**src/rtl/logic_cluster_pkg.sv**
```systemverilog
// Shared BLE config-field layout, sizing helper and configuration FSM states
// for the parametrised logic cluster.
package logic_cluster_pkg;

  // LUT memory starts at bit 0; the control-bit offsets count up from bit 2**K.
  localparam int LUT_LSB     = 0;
  localparam int ADD_EN_BIT  = 0;
  localparam int FF_EN_BIT   = 1;
  localparam int FF_INIT_BIT = 2;

  function automatic int ble_cfg_width(input int k);
    return (2 ** k) + 3;
  endfunction

  typedef enum logic [1:0] {
    SHIFT = 2'd0,
    INIT  = 2'd1,
    RUN   = 2'd2
  } cluster_state_t;

endpackage

```
**src/rtl/logic_cluster_ble.sv**
```systemverilog
// One basic logic element: a fracturable K-input LUT, a full adder on the
// carry chain, and an output flop with clock enable and init load.
module logic_ble
  import logic_cluster_pkg::*;
#(
  parameter int K = 4
) (
  input  logic                        clk,
  input  logic                        rst_n,
  input  logic [ble_cfg_width(K)-1:0] cfg,
  input  logic [K-1:0]                in_i,
  input  logic                        c_in,
  input  logic                        ff_clr,
  input  logic                        ff_load,
  input  logic                        ff_cap,
  output logic                        c_out,
  output logic                        ble_out
);

  localparam int LUT_SIZE = 2 ** K;

  logic [LUT_SIZE-1:0] mem;
  logic                adder_en;
  logic                ff_en;
  logic                ff_init;
  logic                a;
  logic                b;
  logic                comb;
  logic                ff_d;
  logic                ff_q;

  assign mem      = cfg[LUT_LSB +: LUT_SIZE];
  assign adder_en = cfg[LUT_SIZE + ADD_EN_BIT];
  assign ff_en    = cfg[LUT_SIZE + FF_EN_BIT];
  assign ff_init  = cfg[LUT_SIZE + FF_INIT_BIT];

  // In adder mode the LUT splits into two (K-1)-input halves feeding a and b.
  always_comb begin
    a = mem[{1'b0, in_i[K-2:0]}];
    b = mem[{1'b1, in_i[K-2:0]}];
    if (adder_en) begin
      comb  = a ^ b ^ c_in;
      c_out = (a & b) | (a & c_in) | (b & c_in);
    end else begin
      comb  = mem[in_i];
      c_out = c_in;
    end
  end

  always_comb begin
    ff_d = ff_q;
    if (ff_clr) begin
      ff_d = 1'b0;
    end else if (ff_load) begin
      ff_d = ff_init;
    end else if (ff_cap) begin
      ff_d = comb;
    end
  end

  always_ff @(posedge clk or negedge rst_n) begin
    if (!rst_n) begin
      ff_q <= 1'b0;
    end else begin
      ff_q <= ff_d;
    end
  end

  assign ble_out = ff_en ? ff_q : comb;

endmodule

```
**src/rtl/logic_cluster.sv**
```systemverilog
// Cluster of N BLEs on a ripple carry chain, configured through a serial scan
// register whose load sequence is governed by a SHIFT/INIT/RUN state machine.
module logic_cluster
  import logic_cluster_pkg::*;
#(
  parameter int K = 4,
  parameter int N = 4
) (
  input  logic           clk,
  input  logic           rst_n,
  input  logic           cfg_en,
  input  logic           cfg_din,
  output logic           cfg_ready,
  output logic           cfg_valid,
  input  logic           ce,
  input  logic [N*K-1:0] in,
  input  logic           cin,
  output logic [N-1:0]   out,
  output logic           cout
);

  localparam int BLE_CFG_W = ble_cfg_width(K);
  localparam int CFG_W     = N * BLE_CFG_W;
  localparam int CNT_W     = $clog2(CFG_W + 1);
  localparam logic [CNT_W-1:0] CNT_LAST = CNT_W'(CFG_W - 1);
  localparam logic [CNT_W-1:0] CNT_ONE  = CNT_W'(1);

  cluster_state_t   state_q;
  cluster_state_t   state_d;
  logic [CFG_W-1:0] sr_q;
  logic [CFG_W-1:0] sr_d;
  logic [CNT_W-1:0] cnt_q;
  logic [CNT_W-1:0] cnt_d;
  logic [N:0]       carry;
  logic [N-1:0]     ble_out;
  logic             ff_clr;
  logic             ff_load;
  logic             ff_cap;

  // A bit taken in RUN is the first bit of a fresh load, hence the counter restarts at 1.
  always_comb begin
    state_d = state_q;
    sr_d    = sr_q;
    cnt_d   = cnt_q;
    case (state_q)
      SHIFT: begin
        if (cfg_en) begin
          sr_d = {sr_q[CFG_W-2:0], cfg_din};
          if (cnt_q == CNT_LAST) begin
            cnt_d   = '0;
            state_d = INIT;
          end else begin
            cnt_d = cnt_q + CNT_ONE;
          end
        end
      end
      INIT: begin
        state_d = RUN;
      end
      RUN: begin
        if (cfg_en) begin
          sr_d    = {sr_q[CFG_W-2:0], cfg_din};
          cnt_d   = CNT_ONE;
          state_d = SHIFT;
        end
      end
      default: begin
        state_d = SHIFT;
      end
    endcase
  end

  always_ff @(posedge clk or negedge rst_n) begin
    if (!rst_n) begin
      state_q <= SHIFT;
      sr_q    <= '0;
      cnt_q   <= '0;
    end else begin
      state_q <= state_d;
      sr_q    <= sr_d;
      cnt_q   <= cnt_d;
    end
  end

  assign cfg_ready = (state_q != INIT);
  assign cfg_valid = (state_q == RUN);
  assign ff_clr    = (state_q == SHIFT);
  assign ff_load   = (state_q == INIT);
  assign ff_cap    = (state_q == RUN) && ce;

  assign carry[0] = cin;

  for (genvar i = 0; i < N; i++) begin : g_ble
    logic_ble #(
      .K(K)
    ) u_ble (
      .clk    (clk),
      .rst_n  (rst_n),
      .cfg    (sr_q[i*BLE_CFG_W +: BLE_CFG_W]),
      .in_i   (in[i*K +: K]),
      .c_in   (carry[i]),
      .ff_clr (ff_clr),
      .ff_load(ff_load),
      .ff_cap (ff_cap),
      .c_out  (carry[i+1]),
      .ble_out(ble_out[i])
    );
  end

  // Outputs are only meaningful once a complete configuration is live.
  assign out  = cfg_valid ? ble_out : '0;
  assign cout = cfg_valid & carry[N];

endmodule

```
**config.mk**
```make
export PLATFORM = sky130hd
export DESIGN_NAME = logic_cluster
export DESIGN_NICKNAME = d
export VERILOG_FILES = /design/src/rtl/logic_cluster_pkg.sv /design/src/rtl/logic_cluster_ble.sv /design/src/rtl/logic_cluster.sv
export SDC_FILE = /design/constraint.sdc
export NUM_CORES = 1
export LEC_CHECK = 0
export BUFFER_PORTS_ARGS = -buffer_cell sky130_fd_sc_hd__buf_2
export CORE_MARGIN = 2
export CORE_UTILIZATION = 28
export DETAILED_ROUTE_END_ITERATION = 16
export PLACE_DENSITY = 0.48
export SYNTH_ARGS = -nofsm -noshare
export SYNTH_HDL_FRONTEND = slang
export SYNTH_SLANG_ARGS = --single-unit
```
**constraint.sdc**
```tcl
create_clock -name clk -period 10 [get_ports clk]
set_clock_uncertainty 0.15 [all_clocks]
set_input_delay 1.5 -clock clk [delete_from_list [all_inputs] [get_ports clk]]
set_output_delay 1.5 -clock clk [all_outputs]
set_load 0.1 [all_outputs]
```
==> flow_summary.toml <==
[yosys]
synth-main-ff-cell = "dfrtp_1"
async_flop_share_pct = 100
netlist_instances = 478
netlist_area_mm2 = 0.00432
ys_types = 37
synth_edf_count = 0
ys_warn_count = 0
syn_nets = 505
seq_area_frac_synth_pct = 51.5
syn_area_per_cell_um2 = 9.04
synth_seq_cells = 89

[timing]
worst_slack_ns = 2.91
min_period_ns = 7.10
max_freq_ghz = 0.141
grt_setup_unrepaired = "false"
whs_ns = 0.336
maxSlewViolCount = 0
setup_violations = 0
tns_ns = 0
finalCritPeriodShare_pct = 71.0
hold_viol_final = 0
worst_pin_slew_ns = 0.886
maxSlewHeadroom_pct = 40.8

[finish]
multi_input_area_mm2 = 0.00195
final_cells = 688
diodes = 0
final_common_cell = "nand2_1"
layout-drive-gt1-share_pct = 12.6
final_cell_mix = "224 x nand2_1, 89 x dfrtp_1, 27 x buf_2, 24 x mux2i_1, 13 x inv_1"
nets = 523
seqCellArea_mm2 = 0.00223
area_delta_synth_final_pct = 14.7
fillers = 1511
stdcell_area_mm2 = 0.00495

[pwr]
switchingPower_mw = 0.230
combPwrFrac_pct = 12.1
clkPwrFrac_pct = 40.8
p_int_mw = 0.683
ir_drop_mv = 0.0815
leakage_nw = 2.54
p_seq_share_pct = 47.1
swShare_pct = 25.2
cellPowerDensity_mw_per_mm2 = 184

[job]
drv_cap = 0

[critical_path]
critPathBufInv = 3
crit_family = "adder cells"
max_stage_delay_ns = 0.52
critical_path.cell_chain = "buf_2 -> mux4_2 -> mux2_2 -> inv_1 -> fa_1 -> nor2b_1 -> or2_2 -> fa_1 -> nand2b_1 -> o31ai_1 -> fa_1 -> mux2_2 -> fa_1 -> nor2_1 -> a41oi_1 -> a31oi_1 -> buf_2"
path_common_cell = "fa_1"
critPathLaunchType = "input port"
cp_slowest_cell = "mux4_2"
arrival_ns = 5.45
cp_max_fo = 6
crit_type = "in -> out"
required_ns = 8.35
critPathCaptureType = "output pin"

[detailed_routing]
drt_wl_total_mm = 9.00
firstDrtPassIters = 4
avgRoutedWirePerCell_um = 13.1
vias = 3094
drc = 0
dr.max_layer_used = "met4"
via_per_inst = 4.50
ant_nets = 0
drt-initial-drc-count = 248
dr_wl_met3_um = 242
wl_met2_mm = 4.08
wl_met1_mm = 4.53

[cts]
cts_hold_buffers = 0
htree_levels = 3
cts_tree = "yes"
insertion_delay_ns = 0.34
clk_pin_slew_ns = 0.06
ctsResizeCount = 0
cts_sinks = 89
clock-root-buffer = "clkbuf_16"
cts_setup_buffers = 0
cts_buffer_depth = 2
cts_buffers = 9

[placement]
io_buffer_count = 28
post-place-ws_ns = 2.84
dpl_cell_area_mm2 = 0.00462
placed_cells = 673
place_congestion = 0.758
dpl.hpwl_mm = 6.09

[global_routing]
grt_max_degree = 50
grt_pass1_wl_mm = 15.0
antenna_found_initial = 0
overflow = 0
grt_pass1_vias = 3014
grt_use_total_pct = 11.6

[floorplanning]
ios = 29
dieArea_mm2 = 0.0164
row_count = 45
initial_core_util_pct = 28.5
coreArea_mm2 = 0.0151
die_x_um = 128
die_y_um = 128

[outcome]
status = "finished clean"

[hold_path]
hold_path_class = "reg -> reg"
[worst paths after layout]
kind	start	depth (start not counted)	endpoint	slack [ns]
min in group asynchronous	rst_n	1	sr_q[67]	0.98
setup reg to reg	sr_q[13]	15	g_ble[3].u_ble.ff_q	6.16
hold reg to reg	sr_q[62]	2	sr_q[63]	0.34
setup / recovery	in[0]	17	out[3]	2.91
hold / removal	sr_q[62]	2	sr_q[63]	0.34
max in group asynchronous	rst_n	2	sr_q[20]	7.68
[stage by stage]
step	utilization, %	total power, mW
5_1_grt	32.7	0.960
6_report	32.7	0.912
4_1_cts	32.7	0.925
2_1_floorplan	-	0.511
3_5_place_dp	30.5	0.549
3_3_place_gp	30.5	0.546
[cell families after synthesis]
family / Yosys count / share of synthesized area (%)
fa+ha+maj: 5 / 2.14
compound gates: 39 / 6.02
xor+xnor: 5 / 1.01
flops: 89 / 51.5
buf+inv: 37 / 3.62
simple gates: 268 / 25.1
mux: 35 / 10.5
[power by group through the flow]
stage / combinational, mW / sequential (mW) / clock [mW]
after floorplan: 0.0836 / 0.427 / 0
after global placement: 0.110 / 0.436 / 0
after detailed placement: 0.113 / 0.436 / 0
after CTS: 0.113 / 0.430 / 0.382
after global routing: 0.128 / 0.435 / 0.397
final: 0.110 / 0.430 / 0.372
[worst reg2reg max path, stage by stage, from the launching register on]
cell	delay, ns
dfrtp_1	0.40
mux4_2	0.47
mux2_2	0.29
inv_1	0.07
fa_1	0.16
nor2b_1	0.05
or2_2	0.31
fa_1	0.40
nand2b_1	0.14
o31ai_1	0.13
fa_1	0.25
mux2_2	0.17
fa_1	0.40
nor2_1	0.12
a41oi_1	0.06
a31oi_1	0.19
[state kept, by name, summed over array words and instances (netlist names)]
name and flops:
sr_q 76, state_q 2, g_ble.u_ble.ff_q 4, cnt_q 7
[synth_stat cells, drive strengths merged, types with 2 or more instances]
cell	number	share of area (%)
a31oi	7	1.0
and2	2	0.29
nand2	224	19
dfrtp	89	52
o21ai	13	1.5
mux2	3	0.78
mux2i	24	5.6
nor2	12	1.0
o31a	3	0.61
nand3	6	0.70
nand3b	4	0.70
xnor2	4	0.81
a211oi	2	0.35
a22oi	2	0.35
o21a	2	0.35
mux4	8	4.2
o22ai	2	0.58
inv	13	1.1
a21oi	4	0.46
buf	8	1.1
clkbuf	16	1.4
nand2b	6	0.87
nor2b	7	1.0
or2	2	0.29
a41oi	2	0.41
nor3	4	0.58
fa	4	1.9
[per-layer routing]
metal	vias up	track usage, %
li1	1576	-
met1	1473	15.8
met2	36	17.9
met3	9	2.63
met4	0	4.78
met5	-	0
[final cells by class]
class                      instances  share of cell area (%)
sequential                        89                    45.0
multi-input combinational        352                    39.3
clock buffer                      13                    5.46
tap                              188                    4.75
timing repair buffer              31                    3.33
clock inverter                     2                    1.21
inverter                          13                   0.985
Note: power is estimated with default switching activity, not from simulation.
